$ cat config.mk
export PLATFORM = sky130hd
export DESIGN_NAME = traffic_ctrl_n
export DESIGN_NICKNAME = d
export VERILOG_FILES = /design/src/rtl/traffic_pkg.sv /design/src/rtl/rr_next_dir.sv /design/src/rtl/traffic_ctrl_n.sv
export SDC_FILE = /design/constraint.sdc
export NUM_CORES = 1
export LEC_CHECK = 0
export CORE_ASPECT_RATIO = 1.4
export CORE_MARGIN = 1.5
export CORE_UTILIZATION = 40
export DETAILED_ROUTE_END_ITERATION = 16
export GPL_TIMING_DRIVEN = 0
export PLACE_DENSITY_LB_ADDON = 0.2
export SYNTH_ARGS = -nofsm -noshare
export SYNTH_HDL_FRONTEND = slang
export SYNTH_SLANG_ARGS = --single-unit
$ cat constraint.sdc
create_clock -name clk -period 2.64 [get_ports clk]
set_input_delay 0.66 -clock clk [delete_from_list [all_inputs] [get_ports clk]]
set_output_delay 0.66 -clock clk [all_outputs]
set_load 0.005 [all_outputs]
$ cat src/rtl/traffic_pkg.sv
// Shared types for the traffic light controller: phase encoding, lamp bit
// positions within an approach's 3-bit lamp group, and a lamp-group helper.
package traffic_pkg;

  typedef enum logic [1:0] {
    GREEN  = 2'b00,
    YELLOW = 2'b01,
    ALLRED = 2'b10,
    FLASH  = 2'b11
  } phase_t;

  localparam int LAMP_R = 2;
  localparam int LAMP_Y = 1;
  localparam int LAMP_G = 0;

  function automatic logic [2:0] lamp_bits(input int lamp_idx);
    logic [2:0] bits;
    bits = '0;
    bits[lamp_idx] = 1'b1;
    return bits;
  endfunction

endpackage

$ cat src/rtl/rr_next_dir.sv
// Round-robin pick: first requesting approach after active_dir_i (wrapping,
// active_dir_i itself last). next_dir_o is only meaningful when found_o is high.
module rr_next_dir #(
  parameter int N_DIR = 4,
  parameter int DIR_W = 2
) (
  input  logic [N_DIR-1:0] req_i,
  input  logic [DIR_W-1:0] active_dir_i,
  output logic [DIR_W-1:0] next_dir_o,
  output logic             found_o
);

  logic [DIR_W-1:0] cand;

  always_comb begin
    next_dir_o = '0;
    found_o    = 1'b0;
    cand       = '0;
    for (int k = 1; k <= N_DIR; k++) begin
      cand = DIR_W'((int'(active_dir_i) + k) % N_DIR);
      if (!found_o && req_i[cand]) begin
        found_o    = 1'b1;
        next_dir_o = cand;
      end
    end
  end

endmodule

$ cat src/rtl/traffic_ctrl_n.sv
// Registered round-robin traffic light controller for N_DIR approaches.
// Optional feature macro: TRAFFIC_FLASH_EN (adds flash input and FLASH phase).
//
// state  | meaning
// GREEN  | active_dir green, others red; leaves once other demand and timing allow
// YELLOW | active_dir yellow for T_YELLOW ticks
// ALLRED | every approach red for T_ALLRED ticks, then grant next approach
// FLASH  | all approaches flash yellow on tick (TRAFFIC_FLASH_EN only)
module traffic_ctrl_n
  import traffic_pkg::*;
#(
  parameter int N_DIR       = 4,
  parameter int CNT_W       = 8,
  parameter int T_GREEN_MIN = 5,
  parameter int T_GREEN_MAX = 20,
  parameter int T_YELLOW    = 3,
  parameter int T_ALLRED    = 1,
  localparam int DIR_W      = (N_DIR > 1) ? $clog2(N_DIR) : 1
) (
  input  logic               clk,
  input  logic               reset,
  input  logic               tick,
`ifdef TRAFFIC_FLASH_EN
  input  logic               flash,
`endif
  input  logic [N_DIR-1:0]   sensor,
  output logic [3*N_DIR-1:0] lights,
  output logic [DIR_W-1:0]   active_dir,
  output logic [1:0]         phase,
  output logic [N_DIR-1:0]   req
);

  localparam logic [CNT_W-1:0] TG_MIN = CNT_W'(T_GREEN_MIN);
  localparam logic [CNT_W-1:0] TG_MAX = CNT_W'(T_GREEN_MAX);
  localparam logic [CNT_W-1:0] TY     = CNT_W'(T_YELLOW);
  localparam logic [CNT_W-1:0] TAR    = CNT_W'(T_ALLRED);
  localparam logic [N_DIR-1:0] ONE    = N_DIR'(1);
  localparam logic [3*N_DIR-1:0] LIGHTS_RST = {{(N_DIR-1){3'b100}}, 3'b001};

  phase_t             phase_q, phase_d;
  logic [DIR_W-1:0]   dir_q, dir_d;
  logic [CNT_W-1:0]   cnt_q, cnt_d;
  logic [N_DIR-1:0]   req_q, req_d;
  logic [3*N_DIR-1:0] lights_q, lights_d;
`ifdef TRAFFIC_FLASH_EN
  logic               blink_q, blink_d;
`endif

  logic [CNT_W-1:0]   cnt_inc;
  logic [N_DIR-1:0]   dir_mask;
  logic               other_req;
  logic               sensor_act;
  logic [DIR_W-1:0]   rr_dir;
  logic               rr_found;
  logic [DIR_W-1:0]   dir_inc;

  assign cnt_inc    = (&cnt_q) ? cnt_q : cnt_q + 1'b1;
  assign dir_mask   = ONE << dir_q;
  assign other_req  = |(req_q & ~dir_mask);
  assign sensor_act = |(sensor & dir_mask);
  assign dir_inc    = (int'(dir_q) == N_DIR - 1) ? '0 : dir_q + 1'b1;

  rr_next_dir #(
    .N_DIR (N_DIR),
    .DIR_W (DIR_W)
  ) u_rr (
    .req_i        (req_q),
    .active_dir_i (dir_q),
    .next_dir_o   (rr_dir),
    .found_o      (rr_found)
  );

  always_ff @(posedge clk) begin
    if (reset) begin
      phase_q  <= GREEN;
      dir_q    <= '0;
      cnt_q    <= '0;
      req_q    <= '0;
      lights_q <= LIGHTS_RST;
`ifdef TRAFFIC_FLASH_EN
      blink_q  <= 1'b0;
`endif
    end else begin
      phase_q  <= phase_d;
      dir_q    <= dir_d;
      cnt_q    <= cnt_d;
      req_q    <= req_d;
      lights_q <= lights_d;
`ifdef TRAFFIC_FLASH_EN
      blink_q  <= blink_d;
`endif
    end
  end

  always_comb begin
    phase_d = phase_q;
    dir_d   = dir_q;
    cnt_d   = cnt_q;
`ifdef TRAFFIC_FLASH_EN
    blink_d = blink_q;
`endif
    if (tick) begin
      cnt_d = cnt_inc;
      case (phase_q)
        GREEN: begin
          if (other_req && (cnt_inc >= TG_MAX || (cnt_inc >= TG_MIN && !sensor_act))) begin
            phase_d = YELLOW;
            cnt_d   = '0;
          end
        end
        YELLOW: begin
          if (cnt_inc == TY) begin
            phase_d = ALLRED;
            cnt_d   = '0;
          end
        end
        ALLRED: begin
          if (cnt_inc == TAR) begin
            phase_d = GREEN;
            cnt_d   = '0;
            dir_d   = rr_found ? rr_dir : dir_inc;
          end
        end
        default: begin
`ifdef TRAFFIC_FLASH_EN
          blink_d = ~blink_q;
`endif
        end
      endcase
    end
`ifdef TRAFFIC_FLASH_EN
    // flash overrides everything; entry restarts the blink with yellows lit
    if (flash) begin
      if (phase_q != FLASH) begin
        blink_d = 1'b1;
        cnt_d   = '0;
      end
      phase_d = FLASH;
      dir_d   = dir_q;
    end else if (phase_q == FLASH) begin
      phase_d = ALLRED;
      cnt_d   = '0;
    end
`endif

    req_d = req_q | (sensor & ~((phase_q == GREEN) ? dir_mask : '0));
    if (phase_d == GREEN && phase_q != GREEN) begin
      req_d = req_d & ~(ONE << dir_d);
    end
  end

  always_comb begin
    lights_d = '0;
    for (int i = 0; i < N_DIR; i++) begin
      lights_d[3*i +: 3] = lamp_bits(LAMP_R);
`ifdef TRAFFIC_FLASH_EN
      if (phase_d == FLASH) begin
        lights_d[3*i +: 3] = blink_d ? lamp_bits(LAMP_Y) : 3'b000;
      end else
`endif
      if (dir_d == DIR_W'(i)) begin
        case (phase_d)
          GREEN:   lights_d[3*i +: 3] = lamp_bits(LAMP_G);
          YELLOW:  lights_d[3*i +: 3] = lamp_bits(LAMP_Y);
          default: lights_d[3*i +: 3] = lamp_bits(LAMP_R);
        endcase
      end
    end
  end

  assign lights     = lights_q;
  assign active_dir = dir_q;
  assign phase      = phase_q;
  assign req        = req_q;

endmodule

Word-level counts from Yosys, hierarchy flattened
Cells that the tools add are included.
- memories: 0
- register bits: 28
- memory bits (read-only): 0
- output and inout bits: 20
- latch bits: 0
- bits in writable memories: 0
- logic and storage cells: 101
- reduce and logical (&&, ||, !) cells: 22
- $lt $le $gt $ge: 6
- multiply operators: 0
- bitwise logic cells: 12
- add/subtract/negate cells: 6
- equality and inequality tests: 9
- divide/modulo/power cells: 0
- shift-type cells: 2
- muxes and demuxes: 35
- operators with widths (kind ; number):
    $mux W8 ; 4
    $mux W2 ; 13
    $pmux W8 S3 ; 1
    $and A4 B4 Y4 ; 4
    $lt A2 B3 Y1 const B ; 4
    $not A4 Y4 ; 3
    $add A8 B1 Y8 const B ; 1
    $bmux W1 S2 ; 4
    $eq A2 B1 Y1 const B ; 4
    $eq A8 B1 Y1 const B ; 1
    $eq A8 B2 Y1 const B ; 1
    $ge A8 B3 Y1 const B ; 1
    $ge A8 B5 Y1 const B ; 1
    $mux W1 ; 8
    $mux W4 ; 2
    $reduce_and A8 Y1 ; 1
    $reduce_or A2 Y1 ; 4
    $reduce_or A4 Y1 ; 2
    $shl A1 B2 Y4 const A ; 2
    $add A2 B1 Y2 const B ; 3
    $eq A2 B2 Y1 const B ; 3
    $logic_and A1 B1 Y1 ; 6
    $logic_not A2 Y1 ; 3
    $pmux W2 S3 ; 1
    8 further kinds ; 15

Logic depth before layout (Yosys ltp)
Gate-level depths: netlist (run 1).
- depth in word-level cells: 21
- mapped depth: 9
- mapped depth without buffers: 8

Hierarchy
From an unflattened synthesis (run 1), not the netlist that was laid out.
- cells, all modules: 208
- area, all modules: 1761.7 um2
- modules (own cells, without submodules) (module ; times used ; cells each ; area an instance (um2)):
    traffic_ctrl_n ; 1 ; 194 ; 1670.4
    rr_next_dir ; 1 ; 14 ; 91.3

Worst setup path before layout (run 1)
Ideal clock, no wire load.
- kind: reg2reg
- start: reg dir_q[0], in the netlist active_dir[0]
- end: reg lights_q[6], in the netlist lights[6]
- clock period less this slack: 2586 ps
- path buffers: 1
- setup slack: 54 ps
- data arrival time: 2524 ps
- cell stages (with the launch flop): 9
- path through: dfxtp_1 buf_4 inv_1 ha_1 a211o_1 a31o_1 or3_4 a211oi_2 and4_1
- longest elaborated chain between the ends: 20
- RTL lines (element ; RTL line ; RTL):
    start: declaration ; traffic_ctrl_n.sv:41 ; logic [DIR_W-1:0] dir_q, dir_d;
    start signal: assignment ; traffic_ctrl_n.sv:85 ; dir_q <= dir_d;
    $add A2 B1 Y2 ; rr_next_dir.sv:20, traffic_ctrl_n.sv:61 ;
    $bmux W1 S2 ; rr_next_dir.sv:21 ; if (!found_o && req_i[cand]) begin
    $mux W1 (implied by the code) ; rr_next_dir.sv:21 ;
    $mux W1 ; rr_next_dir.sv:21 ;
    $logic_not A1 Y1 ; rr_next_dir.sv:21 ;
    $logic_and A1 B1 Y1 ; rr_next_dir.sv:21 ;
    $mux W1 ; rr_next_dir.sv:21 ;
    $logic_not A1 Y1 ; rr_next_dir.sv:21 ;
    (+4 left out) ; - ;
    $mux W2 / $mux W1 (equally long branches) ; rr_next_dir.sv:21 ;
    $mux W2 ; traffic_ctrl_n.sv:121 ; dir_d = rr_found ? rr_dir : dir_inc;
    $mux W2 ; traffic_ctrl_n.sv:118 ; if (cnt_inc == TAR) begin
    $mux W2 ; traffic_ctrl_n.sv:104 ; case (phase_q)
    $mux W2 ; traffic_ctrl_n.sv:102 ; if (tick) begin
    $eq A2 B2 Y1 ; traffic_ctrl_n.sv:161 ; if (dir_d == DIR_W'(i)) begin
    $not A1 Y1 (no line) ; - ;
    $reduce_or A2 Y1 (no line) ; - ;
    end signal: assignment ; traffic_ctrl_n.sv:88 ; lights_q <= lights_d;
    end: declaration ; traffic_ctrl_n.sv:44 ; logic [3*N_DIR-1:0] lights_q, lights_d;
Parallel ways exist; a longest one is shown, timed or not. The select of a mux whose other input is x is not followed.
A chain may end at the register's enable or synchronous reset.

Worst setup path after layout (run 1)
- start: reg dir_q[1], in the netlist active_dir[1]
- end: reg req_q[3], in the netlist req[3]
- longest elaborated chain between the ends: 21
- RTL lines (element ; RTL line ; RTL):
    $add A2 B1 Y2 ; rr_next_dir.sv:20, traffic_ctrl_n.sv:61 ;
    $bmux W1 S2 ; rr_next_dir.sv:21 ;
    $mux W1 (implied by the code) ; rr_next_dir.sv:21 ;
    $mux W1 ; rr_next_dir.sv:21 ;
    $logic_not A1 Y1 ; rr_next_dir.sv:21 ;
    $logic_and A1 B1 Y1 ; rr_next_dir.sv:21 ;
    $mux W1 ; rr_next_dir.sv:21 ;
    $logic_not A1 Y1 ; rr_next_dir.sv:21 ;
    (+5 left out) ; - ;
    $mux W2 ; traffic_ctrl_n.sv:121 ;
    $mux W2 ; traffic_ctrl_n.sv:118 ;
    $mux W2 ; traffic_ctrl_n.sv:104 ;
    $mux W2 ; traffic_ctrl_n.sv:102 ;
    $shl A1 B2 Y4 ; traffic_ctrl_n.sv:148 ; req_d = req_d & ~(ONE << dir_d);
    $not A4 Y4 ; traffic_ctrl_n.sv:148 ;
    $and A4 B4 Y4 ; traffic_ctrl_n.sv:148 ;
    $mux W4 * ; traffic_ctrl_n.sv:147 ; if (phase_d == GREEN && phase_q != GREEN) begin
    end signal: assignment ; traffic_ctrl_n.sv:87 ; req_q <= req_d;
    end: declaration ; traffic_ctrl_n.sv:43 ; logic [N_DIR-1:0] req_q, req_d;
Mark *: on every way between the ends. The rest lies on a longest branch, timed or not. The select of a mux whose other input is x is not followed.

==> results of run 1 <==
worst min path at each step:
stage / to / slack [ns] / cells after the start / startpoint
after floorplan: cnt_q[1] / 0.51 / 2 / cnt_q[1]
after global placement: cnt_q[1] / 0.55 / 2 / cnt_q[1]
after detailed placement: cnt_q[1] / 0.55 / 2 / cnt_q[1]
after CTS: cnt_q[1] / 0.57 / 2 / cnt_q[1]
after global routing: cnt_q[1] / 0.58 / 2 / cnt_q[1]
final: cnt_q[1] / 0.54 / 2 / cnt_q[1]
logic make-up after synthesis:
| logic type | Yosys count |
|---|---|
| simple gates | 77 |
| compound gates | 65 |
| flops | 28 |
| buf+inv | 23 |
| mux | 7 |
| fa+ha+maj | 6 |
| xor+xnor | 2 |
layout by cell type, fill, tap and decap left out, drive strengths merged, types with 7 or more instances in the layout:
cell type      count
a21oi              9
buf               17
clkbuf             7
clkdlybuf4s50     25
dfxtp             28
inv                8
nand2             14
nand3             11
nand4              7
nor2              14
o21ai              7
registers in the layout (all words and copies together) (netlist names):
name and flops:
active_dir 2, cnt_q 8, lights 12, phase 2
req 4
report_power, final:
part,switching [mW],internal [mW],total [mW]
combinational,0.0773,0.0602,0.137
clock,0.145,0.203,0.348
sequential,0.00781,0.429,0.436
cell type report:
class / instances / area (um2) / area share [%]
clock buffer: 3 / 41.29 / 1.674
clock inverter: 1 / 30.03 / 1.218
buffer: 14 / 105.1 / 4.262
sequential: 28 / 570.5 / 23.14
multi-input combinational: 158 / 1309 / 53.07
timing repair buffer: 32 / 302.8 / 12.28
tap: 62 / 77.57 / 3.146
inverter: 8 / 30.03 / 1.218
routing by layer:
layer,wire length [um],up-vias
li1,-,891
met1,2013,897
met2,2695,81
met3,270,18
met4,182,0
met5,0,-
what timing repair did:
item,CTS,global route
setup buffers,4,3
pin swaps,2,7
gates cloned,1,0
endpoints found under the setup margin,20,25
hold buffers,0,0
hold endpoints to repair,0,0
gates resized for setup,11,17
stage by stage:
step / power (mW) / setup WS, ns
after floorplan: 0.5287 / 0.05392
after global placement: 0.5688 / -0.3291
after detailed placement: 0.5689 / -0.3775
after CTS: 0.9157 / 0.007649
after global routing: 0.9592 / -0.04839
final: 0.9216 / 0.09803
critical path, stage by stage (launching register included):
cell and delay (ns):
dfxtp_4 0.38, buf_6 0.14, inv_1 0.13, ha_4 0.23, a211o_1 0.22, a31o_1 0.26, or3_4 0.43, a211o_4 0.40
a311oi_1 0.27
==> flow_summary.yaml, run 1 <==
route:
  ant_nets: 0
  wl_um: 5163
  routedWlPerCell_um: 16.87
  first_iter_violations: 128
  firstDrtPassIters: 5
  route.vias.total: 1887
  via_per_inst: 6.167
  drc: 0
logic_synthesis:
  synth-seq-cells: 28
  synth_top_family_by_area: "compound AO/OA/AOI/OAI gates"
  post-synth-top-area-fraction_pct: 30.23
  avgSynthCellArea_um2: 8.915
  synthCells: 208
  synth_compound_area_share_pct: 28.68
  synth_top_cell_by_area: "dfxtp_1"
  synthSimpleGateAreaFrac_pct: 23.68
  synth_area_leaders: "dfxtp_1 30%, ha_1 4.0%, buf_6 3.0%"
  synth_ff_type: "dfxtp_1"
  async_reset_ff_share_pct: 0
  syn-num-nets: 221
  syn-cell-area_um2: 1854
  synth-edff-count: 0
  yosys.area_share.adder_pct: 4.049
  ys_types: 61
  ys_warn_count: 0
  synthMuxAreaShare_pct: 4.858
  synthTopCellsByCount: "28 x dfxtp_1, 14 x nand2_1, 12 x nor2_1, 11 x nand3_1, 9 x a21oi_1"
  yosysSeqAreaShare_pct: 30.23
  yosysMostFrequentCell: "dfxtp_1"
  synth_xor_area_share_pct: 0.9447
timing:
  fin_skew_ns: 0.01200
  rsz0062_at_grt: "yes"
  finalMaxSlewViolations: 0
  period_minus_slack_ns: 2.542
  slew_headroom_pct: 54.73
  setup_viol_count_final: 0
  finalHoldViolations: 0
  clock.fmax_ghz: 0.3934
  finalCritPeriodShare_pct: 96.29
  tightest_slew_ns: 0.6760
  hold_slack_ns: 0.5424
  tns_ns: 0
global_route:
  top_usage_layer: "met2"
  use_met1_pct: 23.90
  globalRoute.totalOverflow: 0
  grt_max_degree: 17
  gr-usage-met2_pct: 36.36
  use_met3_pct: 2.636
  grt_usage_pct: 20.77
  antenna_found_initial: 0
  grt_pass1_vias: 1745
  grt_pass1_wl_um: 8190
critical_path:
  rrSetupSlack_ns: 0.1
  startpoint: "active_dir[1]"
  crit_end: "req[3]"
  cp.required_ns: 2.84
  r2r-start: "active_dir[1]"
  path_class: "reg2reg"
  cp-start-kind: "flop"
  rr_worst_depth: 8
  critPathMaxFanout: 10
  worstSetupEndpointType: "flop"
  r2r-end: "req[3]"
  worst_ep_arrival_time_ns: 2.74
clocking:
  cts_max_path_buffers: 2
  cts_made_buffers: 3
  clk-insertion-delay-late_ns: 0.28
  h-tree-depth: 1
  cts.sinks: 28
  root_buffer: "clkbuf_8"
  clk_pin_slew_ns: 0.11
  cts_tree: "done"
placed_design:
  io_buffers: 25
  dp_hpwl_um: 3440
  place_congestion: 0.8831
  placed_area_um2: 2182
  dpl.cell_count: 295
die:
  die_w_um: 60.55
  core_area_um2: 4499
  initial_utilization_pct: 41.21
  chipHeight_um: 83.56
  num_rows: 29
  die_area_um2: 5059
  io_pins: 27
cells_and_area:
  finalCoreUtilization_pct: 54.81
  num-fill-cells: 423
  diodes: 0
  instances_no_fill: 306
  design_area_um2: 2466
  nNetsFinal: 258
  area_delta_synth_final_pct: 33.00
  drive_above_1_share_pct: 23.36
run_status:
  status: "finished, final reports clean"
job:
  cap_violations: 0
power:
  irDropWorstVdd_uv: 260.8
  leakage_nw: 0.8490
  power_density_nw_per_um2: 373.7
worst_hold_path:
  min_path_type: "reg2reg"
(Power assumes the default switching activity.)
==> inputs of run 2 (changes only) <==
CORE_UTILIZATION = 57   (was 40)
CTS_CLUSTER_DIAMETER = 60   (was not set)
DONT_BUFFER_PORTS = 1   (was not set)
==> run 2 against run 1 <==
Net effect: register-to-register slack got worse by 0.02 ns; sequential power barely moved; clock power rose by 2%; clock skew fell by 0.0016 ns; die area fell by 29%; critical path type unchanged; largest cell class unchanged; highest routed layer unchanged.
==> flow_summary.yaml, run 2 (synthesized netlist as in run 1, its figures left out) <==
route:
  route.vias.total: 1857
  drc: 0
  first_iter_violations: 111
  wl_um: 5468
  routedWlPerCell_um: 20.87
  ant_nets: 0
  firstDrtPassIters: 5
  via_per_inst: 7.088
cells_and_area:
  design_area_um2: 2237
  num-fill-cells: 249
  finalCoreUtilization_pct: 71.63
  multi_input_area_um2: 1316
  largest_reg_flops: 12
  instances_no_fill: 262
  nNetsFinal: 237
  area_delta_synth_final_pct: 20.65
  drive_above_1_share_pct: 28.25
  diodes: 0
  regArea_um2: 566.8
  final_common_cell: "dfxtp_1"
  final_cell_mix: "25 x dfxtp_1, 13 x nand2_1, 13 x buf_4"
global_route:
  grt_pass1_wl_um: 7983
  grt_max_degree: 17
  grt_pass1_vias: 1717
  globalRoute.totalOverflow: 0
  grt_usage_pct: 28.62
  antenna_found_initial: 0
power:
  leakage_nw: 0.7807
  power_density_nw_per_um2: 408.8
  power.total_mw: 0.9144
  irDropWorstVdd_uv: 280.3
worst_hold_path:
  min_path_type: "reg2reg"
  hold_path_depth: 2
timing:
  slew_headroom_pct: 57.31
  tns_ns: 0
  clock.fmax_ghz: 0.3911
  tightest_slew_ns: 0.6381
  setup_ws_ns: 0.08297
  hold_slack_ns: 0.5592
  setup_viol_count_final: 0
  fin_skew_ns: 0.01035
  finalCritPeriodShare_pct: 96.86
  finalMaxSlewViolations: 0
  period_minus_slack_ns: 2.557
  finalHoldViolations: 0
run_status:
  status: "finished, final reports clean"
die:
  die_w_um: 51.21
  core_area_um2: 3123
  num_rows: 24
  io_pins: 27
  die_area_um2: 3609
  chipHeight_um: 70.49
  initial_utilization_pct: 59.37
clocking:
  root_buffer: "clkbuf_8"
  cts.sinks: 28
  clk_pin_slew_ns: 0.11
  cts_max_path_buffers: 2
  h-tree-depth: 1
  clk-insertion-delay-late_ns: 0.29
  cts_made_buffers: 3
  cts_tree: "done"
placed_design:
  dp_hpwl_um: 3459
  dpl.cell_count: 247
  place_congestion: 0.8885
  io_buffers: 0
  placed_area_um2: 1903
  dp_slack_ns: -0.3589
critical_path:
  critPathMaxFanout: 8
  worst_ep_arrival_time_ns: 2.76
  cp.required_ns: 2.84
  cp-start-kind: "flop"
  path_class: "reg2reg"
  worstSetupEndpointType: "flop"
  rr_worst_depth: 8
job:
  cap_violations: 0
==> run 2: cell count changes in the layout (fill, tap and decap cells not counted), sizes merged <==
| cell | change |
|---|---|
| clkdlybuf4s50 | -25 |
| buf | +6 |
| a211oi | -1 |
| clkbuf | -1 |
| clkinvlp | +1 |
| inv | -1 |
==> run 2: worst max-delay path, cell delays in order (launching register included) <==
cell and delay [ns]:
dfxtp_4 0.43, buf_8 0.13, clkinvlp_4 0.10, ha_4 0.27, a211o_1 0.23, a31o_1 0.26, or3_4 0.37, a211o_4 0.40
nor4_4 0.27
==> run 2: repair_timing <==
item	CTS	global route
pin swaps	1	5
gates resized for setup	17	15
hold buffers	0	0
setup endpoints to repair	22	21
buffers inserted	4	7
==> run 2: worst paths after layout <==
| check | from | to | slack, ns |
|---|---|---|---|
| setup / recovery | active_dir[0] | lights[7] | 0.08 |
| setup reg to reg | active_dir[0] | lights[7] | 0.08 |
| hold / removal | cnt_q[1] | cnt_q[1] | 0.56 |
| hold reg to reg | cnt_q[1] | cnt_q[1] | 0.56 |
==> run 2: report_power, final <==
group	total [mW]	switching, mW	internal [mW]	leakage (nW)
logic	0.122	0.0759	0.0463	0.516
registers	0.438	0.00882	0.429	0.229
clock network	0.354	0.150	0.204	0.0357
total	0.914	0.235	0.679	0.781
==> run 2: cell type report <==
| class | count | area share, % |
|---|---|---|
| buffer | 15 | 5.257 |
| clock buffer | 3 | 1.846 |
| clock inverter | 1 | 1.342 |
| inverter | 8 | 1.510 |
| multi-input combinational | 157 | 58.84 |
| sequential | 28 | 25.34 |
| tap | 39 | 2.181 |
| timing repair buffer | 11 | 3.691 |
==> run 2: metal layers <==
layer	vias up	routed length, um	global-route usage, %
li1	846	-	-
met1	899	2100	31.95
met2	93	2893	51.23
met3	19	271	3.205
met4	0	201	15.02
met5	-	0	0
==> inputs of run 3 (changes only) <==
GPL_ROUTABILITY_DRIVEN = 0   (was not set)
==> run 3 against run 2 <==
Net effect: non-clock buffer count down 1; sequential power barely moved; cell area decreased by 0.34%; critical endpoint is now req[1].
==> flow_summary.yaml, run 3 (synthesized netlist as in run 1, its figures left out) <==
run_status:
  status: "finished, final reports clean"
die:
  core_area_um2: 3123
  die_w_um: 51.21
  die_area_um2: 3609
  initial_utilization_pct: 59.37
  num_rows: 24
  io_pins: 27
  chipHeight_um: 70.49
cells_and_area:
  design_area_um2: 2230
  num-fill-cells: 252
  largest_reg_flops: 12
  drive_above_1_share_pct: 28.83
  area_delta_synth_final_pct: 20.24
  nNetsFinal: 236
  diodes: 0
  final_cell_mix: "25 x dfxtp_1, 13 x nand2_1, 12 x buf_4"
  final_common_cell: "dfxtp_1"
route:
  firstDrtPassIters: 4
  route.vias.total: 1850
  ant_nets: 0
  first_iter_violations: 84
  drc: 0
  wl_um: 5465
  via_per_inst: 7.088
  routedWlPerCell_um: 20.94
power:
  switching_share_pct: 25.56
  power.total_mw: 0.9114
  power_density_nw_per_um2: 408.8
  combPwrFrac_pct: 13.5
  leakage_nw: 0.7768
  p_sw_mw: 0.2329
  power_frac_seq_pct: 48.1
  irDropWorstVdd_uv: 335.6
  p_int_mw: 0.6785
  power_frac_clock_pct: 38.3
global_route:
  use_met3_pct: 3.205
  top_usage_layer: "met2"
  globalRoute.totalOverflow: 0
  grt_usage_pct: 29.07
  use_met1_pct: 33.47
  grt_pass1_wl_um: 8224
  grt_pass1_vias: 1791
  grt_max_degree: 17
  antenna_found_initial: 0
  gr-usage-met2_pct: 52.09
clocking:
  cts.sinks: 28
  clk_pin_slew_ns: 0.10
  root_buffer: "clkbuf_8"
  cts_made_buffers: 3
  cts_tree: "done"
  cts_max_path_buffers: 2
  h-tree-depth: 1
  clk-insertion-delay-late_ns: 0.29
placed_design:
  dp_hpwl_um: 3456
  dp_slack_ns: -0.4234
  io_buffers: 0
  placed_area_um2: 1903
critical_path:
  crit_slowest_cell: "dfxtp_4"
  worstSetupEndpointType: "flop"
  worst_ep_arrival_time_ns: 2.82
  cp.required_ns: 2.84
  cp-start-kind: "flop"
  cp_slowest_stage_delay_ns: 0.43
  path_buf_inv: 2
  path_class: "reg2reg"
  critPathMaxFanout: 8
  cp_cell_sequence: "buf_8 -> clkinvlp_4 -> ha_4 -> a211o_1 -> a31o_4 -> or3_4 -> a211o_4 -> a311oi_2"
  crit_family: "compound AO/OA/AOI/OAI gates"
timing:
  setup_ws_ns: 0.01374
  finalHoldViolations: 0
  tightest_slew_ns: 0.6476
  clock.fmax_ghz: 0.3808
  finalMaxSlewViolations: 0
  period_minus_slack_ns: 2.626
  fin_skew_ns: 0.008435
  slew_headroom_pct: 56.68
  setup_viol_count_final: 0
  finalCritPeriodShare_pct: 99.48
  rsz0062_at_grt: "yes"
worst_hold_path:
  min_path_type: "in2reg"
job:
  cap_violations: 0
run 3: repair_timing:
action | 4_1_cts | 5_1_grt
cloned | 0 | 0
hold buffers | 0 | 0
resized for setup | 15 | 17
pin swaps | 2 | 5
endpoints found under the setup margin | 22 | 23
buffers inserted | 3 | 7
run 3: final timing paths:
kind | from | end | slack, ns | cells after the start
max reg2reg | active_dir[0] | req[1] | 0.01 | 8
min reg2reg | cnt_q[1] | cnt_q[1] | 0.59 | 2
max | active_dir[0] | req[1] | 0.01 | 8
min | sensor[3] | req[3] | 0.57 | 2
run 3: per-stage QoR:
step	util [%]	hold slack, ns	setup TNS, ns	instances
6_report	71.39	0.5694	0	261
2_1_floorplan	-	0.5082	0	208
3_5_place_dp	60.94	0.5621	-5.362	247
5_1_grt	71.39	0.5778	-0.4148	261
4_1_cts	66.47	0.5769	0	254
3_3_place_gp	60.94	0.5423	-3.528	247
run 3: per-layer routing:
metal	wire length (um)	up-vias
met5	0	-
met4	237	0
met3	270	28
met2	2856	86
met1	2100	887
li1	-	849
run 3: layout make-up:
cell class	count	area, um2	area share, %
inverters	8	33.78	1.515
well taps	39	48.80	2.189
plain buffers	15	120.1	5.387
clock buffers	3	41.29	1.852
flip-flops and latches	28	566.8	25.42
repair buffers	10	75.07	3.367
multi-input cells	157	1314	58.92
clock inverters	1	30.03	1.347
run 3: power by group through the flow:
| stage | logic, mW | registers, mW | clock network (mW) |
|---|---|---|---|
| 2_1_floorplan | 0.0823 | 0.446 | 0 |
| 3_3_place_gp | 0.0984 | 0.448 | 0 |
| 3_5_place_dp | 0.103 | 0.449 | 0 |
| 4_1_cts | 0.107 | 0.438 | 0.342 |
| 5_1_grt | 0.132 | 0.440 | 0.363 |
| 6_report | 0.123 | 0.439 | 0.349 |
